`src/rtl/serializer_pkg.sv`:
```
`default_nettype none
// serializer_pkg: frame constants, state encoding and byte-select helper for byte_serializer.
// The CHKSUM state exists only when SERIALIZER_CHECKSUM_EN is defined.
package serializer_pkg;

    localparam logic [7:0] HDR_BYTE   = 8'hA5;
    localparam int         DATA_BYTES = 4;

`ifdef SERIALIZER_CHECKSUM_EN
    typedef enum logic [1:0] {
        S_IDLE   = 2'd0,
        S_HEADER = 2'd1,
        S_DATA   = 2'd2,
        S_CHKSUM = 2'd3
    } state_t;
`else
    typedef enum logic [1:0] {
        S_IDLE   = 2'd0,
        S_HEADER = 2'd1,
        S_DATA   = 2'd2
    } state_t;
`endif

    function automatic logic [7:0] sel_byte(input logic [31:0] word, input logic [1:0] idx);
        return word[{idx, 3'b000} +: 8];
    endfunction

endpackage
`default_nettype wire

```
`src/rtl/byte_serializer.sv`:
```
`default_nettype none
// byte_serializer: sends a captured 32-bit word as header 0xA5 plus four bytes, LSB first.
// Defining SERIALIZER_CHECKSUM_EN appends an XOR checksum byte after the data bytes.
module byte_serializer
    import serializer_pkg::*;
(
    input  logic        clk_50,
    input  logic        reset_n,
    input  logic [31:0] word_in,
    input  logic        word_valid,
    output logic        word_ready,
    input  logic        flush,
    output logic [7:0]  packet_out,
    output logic        byte_valid,
    input  logic        byte_ready,
    output logic        header_flag,
    output logic [2:0]  byte_cnt,
    output logic        busy
);

    localparam logic [2:0] LAST_IDX = 3'(DATA_BYTES - 1);

    state_t      r_state;
    logic [31:0] r_word;
    logic [7:0]  r_pkt;
    logic        r_valid;
    logic        r_hdr;
    logic        r_busy;
    logic [2:0]  r_cnt;
`ifdef SERIALIZER_CHECKSUM_EN
    logic [7:0]  r_chk;
`endif

    logic [7:0]  w_cur_byte;
    logic [7:0]  w_next_byte;

    // byte_cnt doubles as the index of the data byte currently presented
    assign w_cur_byte  = sel_byte(r_word, r_cnt[1:0]);
    assign w_next_byte = sel_byte(r_word, r_cnt[1:0] + 2'd1);

    assign word_ready  = reset_n && (r_state == S_IDLE) && !flush;
    assign packet_out  = r_pkt;
    assign byte_valid  = r_valid;
    assign header_flag = r_hdr;
    assign byte_cnt    = r_cnt;
    assign busy        = r_busy;

    always_ff @(posedge clk_50 or negedge reset_n) begin
        if (!reset_n) begin
            r_state <= S_IDLE;
            r_word  <= 32'h0;
            r_pkt   <= 8'h00;
            r_valid <= 1'b0;
            r_hdr   <= 1'b0;
            r_busy  <= 1'b0;
            r_cnt   <= 3'd0;
`ifdef SERIALIZER_CHECKSUM_EN
            r_chk   <= 8'h00;
`endif
        end else if (flush) begin
            r_state <= S_IDLE;
            r_pkt   <= 8'h00;
            r_valid <= 1'b0;
            r_hdr   <= 1'b0;
            r_busy  <= 1'b0;
            r_cnt   <= 3'd0;
        end else begin
            unique case (r_state)
                S_IDLE: begin
                    if (word_valid && word_ready) begin
                        r_state <= S_HEADER;
                        r_word  <= word_in;
                        r_pkt   <= HDR_BYTE;
                        r_valid <= 1'b1;
                        r_hdr   <= 1'b1;
                        r_busy  <= 1'b1;
                        r_cnt   <= 3'd0;
`ifdef SERIALIZER_CHECKSUM_EN
                        r_chk   <= 8'h00;
`endif
                    end
                end
                S_HEADER: begin
                    if (byte_ready) begin
                        r_state <= S_DATA;
                        r_pkt   <= w_cur_byte;
                        r_hdr   <= 1'b0;
                    end
                end
                S_DATA: begin
                    if (byte_ready) begin
                        r_cnt <= r_cnt + 3'd1;
`ifdef SERIALIZER_CHECKSUM_EN
                        r_chk <= r_chk ^ w_cur_byte;
`endif
                        if (r_cnt == LAST_IDX) begin
`ifdef SERIALIZER_CHECKSUM_EN
                            r_state <= S_CHKSUM;
                            r_pkt   <= r_chk ^ w_cur_byte;
`else
                            r_state <= S_IDLE;
                            r_pkt   <= 8'h00;
                            r_valid <= 1'b0;
                            r_busy  <= 1'b0;
`endif
                        end else begin
                            r_pkt <= w_next_byte;
                        end
                    end
                end
`ifdef SERIALIZER_CHECKSUM_EN
                S_CHKSUM: begin
                    if (byte_ready) begin
                        r_state <= S_IDLE;
                        r_pkt   <= 8'h00;
                        r_valid <= 1'b0;
                        r_busy  <= 1'b0;
                    end
                end
`endif
                default: begin
                    r_state <= S_IDLE;
                    r_valid <= 1'b0;
                    r_hdr   <= 1'b0;
                    r_busy  <= 1'b0;
                end
            endcase
        end
    end

endmodule
`default_nettype wire

```
`config.mk`:
```
export PLATFORM = sky130hd
export DESIGN_NAME = byte_serializer
export DESIGN_NICKNAME = d
export VERILOG_FILES = /design/src/rtl/serializer_pkg.sv /design/src/rtl/byte_serializer.sv
export SDC_FILE = /design/constraint.sdc
export NUM_CORES = 1
export LEC_CHECK = 0
export CORE_ASPECT_RATIO = 0.8
export CORE_MARGIN = 3
export CORE_UTILIZATION = 50
export DETAILED_ROUTE_END_ITERATION = 12
export PLACE_DENSITY = 0.78
export SETUP_SLACK_MARGIN = 0.4
export SYNTH_ARGS = -nofsm -noshare
export SYNTH_HDL_FRONTEND = slang
export SYNTH_SLANG_ARGS = --single-unit
```
`constraint.sdc`:
```
create_clock -name clk_50 -period 5.7 [get_ports clk_50]
set_clock_uncertainty 0.05 [all_clocks]
set_input_delay 1.14 -clock clk_50 [delete_from_list [all_inputs] [get_ports clk_50]]
set_output_delay 1.14 -clock clk_50 [all_outputs]
set_load 0.01 [all_outputs]
```
* After elaboration in Yosys (flattened, before gate mapping)
Cells that the tools add are included.
** Storage, ports and cells
- Flip-flop bits (word level) :: 47
- Input port bits :: 37
- Output and inout port bits :: 15
- Logic and storage cells :: 57
** Cells by class
- Add/subtract/negate cells :: 2
- Eq/ne operators :: 9
- Shifts and indexed selects :: 2
- Multiplexer cells :: 24
- Bitwise gates (word level) :: 1
- Reduce and logical (&&, ||, !) cells :: 13
** Operator list (number)
- indexed part select 32 x 6 -> 8 bit :: 2
- 2-to-1 mux 8 bit :: 5
- case mux 8 bit (3 select lines) :: 1
- AND reduction 4 bit :: 3
- 2-to-1 mux 2 bit :: 5
- 2-to-1 mux 3 bit :: 3
- != test 3 bit (second input constant) :: 3
- AND reduction 3 bit :: 3
- 2-to-1 mux 1 bit :: 6
- case mux 1 bit (3 select lines) :: 2
- case mux 2 bit (3 select lines) :: 1
- case mux 3 bit (2 select lines) :: 1
- != test 2 bit (second input constant) :: 2
- nonzero test 4 bit :: 1
- adder 3 x 1 -> 3 bit (second input constant) :: 1
- == test 3 x 2 -> 1 bit (second input constant) :: 1
- logical AND 1 bit :: 3
- != test 3 x 2 -> 1 bit (second input constant) :: 1
- nonzero test 3 bit :: 1
- adder 2 x 1 -> 2 bit (second input constant) :: 1
- == test 2 x 1 -> 1 bit (second input constant) :: 1
- == test 2 bit (second input constant) :: 1
- zero test 2 bit :: 1
- zero test 1 bit :: 1
- inverter 1 bit :: 1

* Logic depth before layout (Yosys ltp)
- Depth in word-level cells :: 7
- Depth in mapped cells :: 7
- Gate-level depth less buffers :: 6

* Worst setup path before layout
No wires, ideal clock.
- Path kind :: in2out
- Start :: input flush
- End :: output word_ready
- Arrival time :: 1.466 ns
- Path slack :: 3.044 ns
- Stages on the path :: 2
- Cell sequence :: nor2b_1 > and2_1
** Between the ends
- Cells in the longest elaborated chain, start to end :: 2
** Ends and longest elaborated chain
- start: declaration :: line byte_serializer.sv:12 : input logic flush,
- zero test 1 bit :: line byte_serializer.sv:41 : assign word_ready = reset_n && (r_state == S_IDLE) && !flush;
- logical AND 1 bit :: line byte_serializer.sv:41
- end: declaration :: line byte_serializer.sv:11 : output logic word_ready,
Every way passes these cells.

* Worst setup path after layout
Same ends and word-level chain as after synthesis.

==> results.md <==
* Die W at 84.9 um
* Leading area contributor after synthesis: dfrtp_1
* WL per Instance at 16.1 um
* Top Metal Used: met4
* Largest family of logic cells by synthesized area: multiplexers
* # setup viols final at 0
* Synthesized instance count at about 200
* Die Area at approximately 0.0059 mm2
* Clock sink count at between 40 and 50
* Vias at 1,728
* Final period util at 0.689
* Worst r2r src: byte_cnt[1]
* Io pins at 52
* TritonCTS buffer count at 5
* Xor/xnor share of the synthesized area at 0
* Clock-pin slew on the worst setup and hold paths at roughly 80 ps
* Mux cell area share after synthesis at 0.291
* RSZ-0062 raised after global routing: no
* Routed wl met2 at 2210 um
* Top post-synthesis cells by count: dfrtp_1, mux2_2, mux2i_1
* Post-CTS Setup Inserts at 0
* Yosys warns at 0
* Drt initial violations at approximately 120
* Synth Flop Type: dfrtp_1
* Vias in the first global route at about 1,600
* Row Count at 22
* EDFF count, synth at 0
* First-pass GRT wire length at 8230 um
* Layout cells sized above 1 at 0.218
* Final-report hold violation count at 0
* Chip height at ~70 um
* VDD IR-drop max at between 0.0002 and 0.00025 V
* Critical Path Start Type: input pin
* Post-synth ARST share at 1.00
* Max-slew violations at 0
* Initial antenna violation count at 0
* Most frequent CP cell: clkdlybuf4s50_1
* Clock Latency Late Sink at 290 ps
* Syn Nets at around 240
* Worst endpoint required time at about 4500 ps
* Setup WS post-layout at 1770 ps
* Worst min path class: register to register
* Slowest cell on crit path: clkdlybuf4s50_1
* Max-slew headroom at 0.350
* TNS Setup at 0 ps
* # diodes at 0
* Post-DP HPWL at ~3600 um
* Distinct cells, synth at 34
* R2R cell count at 5
* Mapped Avg Cell Area at around 13 um2
* Synth Area in Simple Gates at 0.0723
* Layout area overhead at 24.6%
* DRT Wirelength at about 5000 um
* Core ar. at ~0.0047 mm2
* Pleak at between 1 and 1.5 nW
* Post-Route M1 WL at 2360 um
* Drt first pass iters at 4
* Clk buf depth at 2
* Most numerous cell in the Yosys netlist: dfrtp_1
* Worst Hold Depth at 2
* Routability cong. at approximately 0.82
* Port-buffer cells at about 50
* Root Driver: clkbuf_8
* Max_cap viols at 0
* Fmax at between 200 and 300 MHz
* Total gr overflow at 0
* DR DRC count at 0
* Tmin final at approximately 3900 ps
* Final net count at 290
* CTS tree: yes
* Sequential area share after synthesis at 0.472
* Critical path's largest stage delay at 650 ps
* Setup WS pre-CTS at 1780 ps
* Pin count of the biggest net entering global routing at 52
* Yosys reg bits at 47
* CP arrival at 2740 ps
* Crit path launch: flush
* Worst slew pin tran at approximately 970 ps
* Crit-path cells: clkdlybuf4s50_1 > nor2b_1 > and2_1 > clkdlybuf4s50_1
* GRT Resource Usage Total at 0.178
* Power Density at between 400 and 500 mW/mm2
* Hold Crit Start: packet_out[4]
* Post-synthesis compound-gate area fraction at 0.0964
* Post-synth top area share at 0.472
* Initial Util at 0.529
* Main area contributors after synthesis: dfrtp_1, mux2_2, mux4_2
* Hold-fix buffers, CTS at 0
* Status: completed
* Routed vias/inst at 5.61
* H-tree depth at 2
* Mapped cell area at between 0.002 and 0.0025 mm2
* DR WL met3 at about 370 um
* Post-synthesis adder-cell area fraction at 0.0301
* Antenna-violating nets left at 0
* Post-CTS sizing at 0
* Crit Path Max Fanout at 15
* Critical path class: input pin to output pin
* Worst Setup End Kind: output pin
==> cells by family after synthesis <==
group | count (synthesis)
AOI/OAI and AO/OA | 36
adders and majority gates | 6
buffers and inverters | 19
DFF | 47
muxes | 57
and+or+nand+nor | 33
==> final cells by class <==
type / count / area, um2
timing repair buffer: 53 / 520
inverter: 8 / 30.0
multi-input combinational: 132 / 1220
tap: 60 / 75.1
fill: 360 / 1600
sequential: 47 / 1180
clock inverter: 1 / 5.00
clock buffer: 7 / 76.3
==> critical path, delay by kind of cell <==
family                 cells  cell delay (ps)
buffers and inverters      2             1180
and+or+nand+nor            2              430
==> state kept, by name, summed over array words and instances (netlist names) <==
signal	cells
r_state	2
header_flag	1
byte_cnt	3
r_word	32
busy	1
packet_out	8
==> metrics by stage <==
stage | util | cell area [um2] | cells | total power [mW] | hold slack, ps
after floorplan | - | 2490 | 198 | 0.924 | 441
after global placement | 0.642 | 3020 | 300 | 1.07 | 416
after detailed placement | 0.642 | 3020 | 300 | 1.09 | 424
after CTS | 0.659 | 3100 | 308 | 1.28 | 443
after global routing | 0.659 | 3100 | 308 | 1.36 | 474
final | 0.659 | 3100 | 308 | 1.27 | 435
==> cell usage in the layout, fill, tap and decap left out, types with 7 or more instances in the layout <==
cell,instances
o21ai_0,8
mux2_2,33
o22ai_1,7
mux4_2,9
a21oi_1,8
clkdlybuf4s50_1,50
dfrtp_1,47
mux2i_1,15
nand2_1,11
inv_1,8
==> metal layers <==
| layer | global-route usage | up-vias |
|---|---|---|
| met5 | 0 | - |
| li1 | - | 830 |
| met4 | 0.0580 | 0 |
| met2 | 0.249 | 57 |
| met3 | 0.0406 | 2 |
| met1 | 0.272 | 839 |
==> worst paths after layout <==
kind,end,slack [ps]
max in group asynchronous,r_word[19],4310
worst min-delay path,packet_out[4],430
min in group asynchronous,header_flag,890
worst max-delay path,word_ready,1770
worst min register to register,packet_out[4],430
worst max register to register,packet_out[7],2990
==> power by group <==
group	internal (mW)	switching, mW
Combinational	0.295	0.203
Clock	0.0861	0.103
Sequential	0.474	0.110
Note: power is estimated with default switching activity, not from simulation.
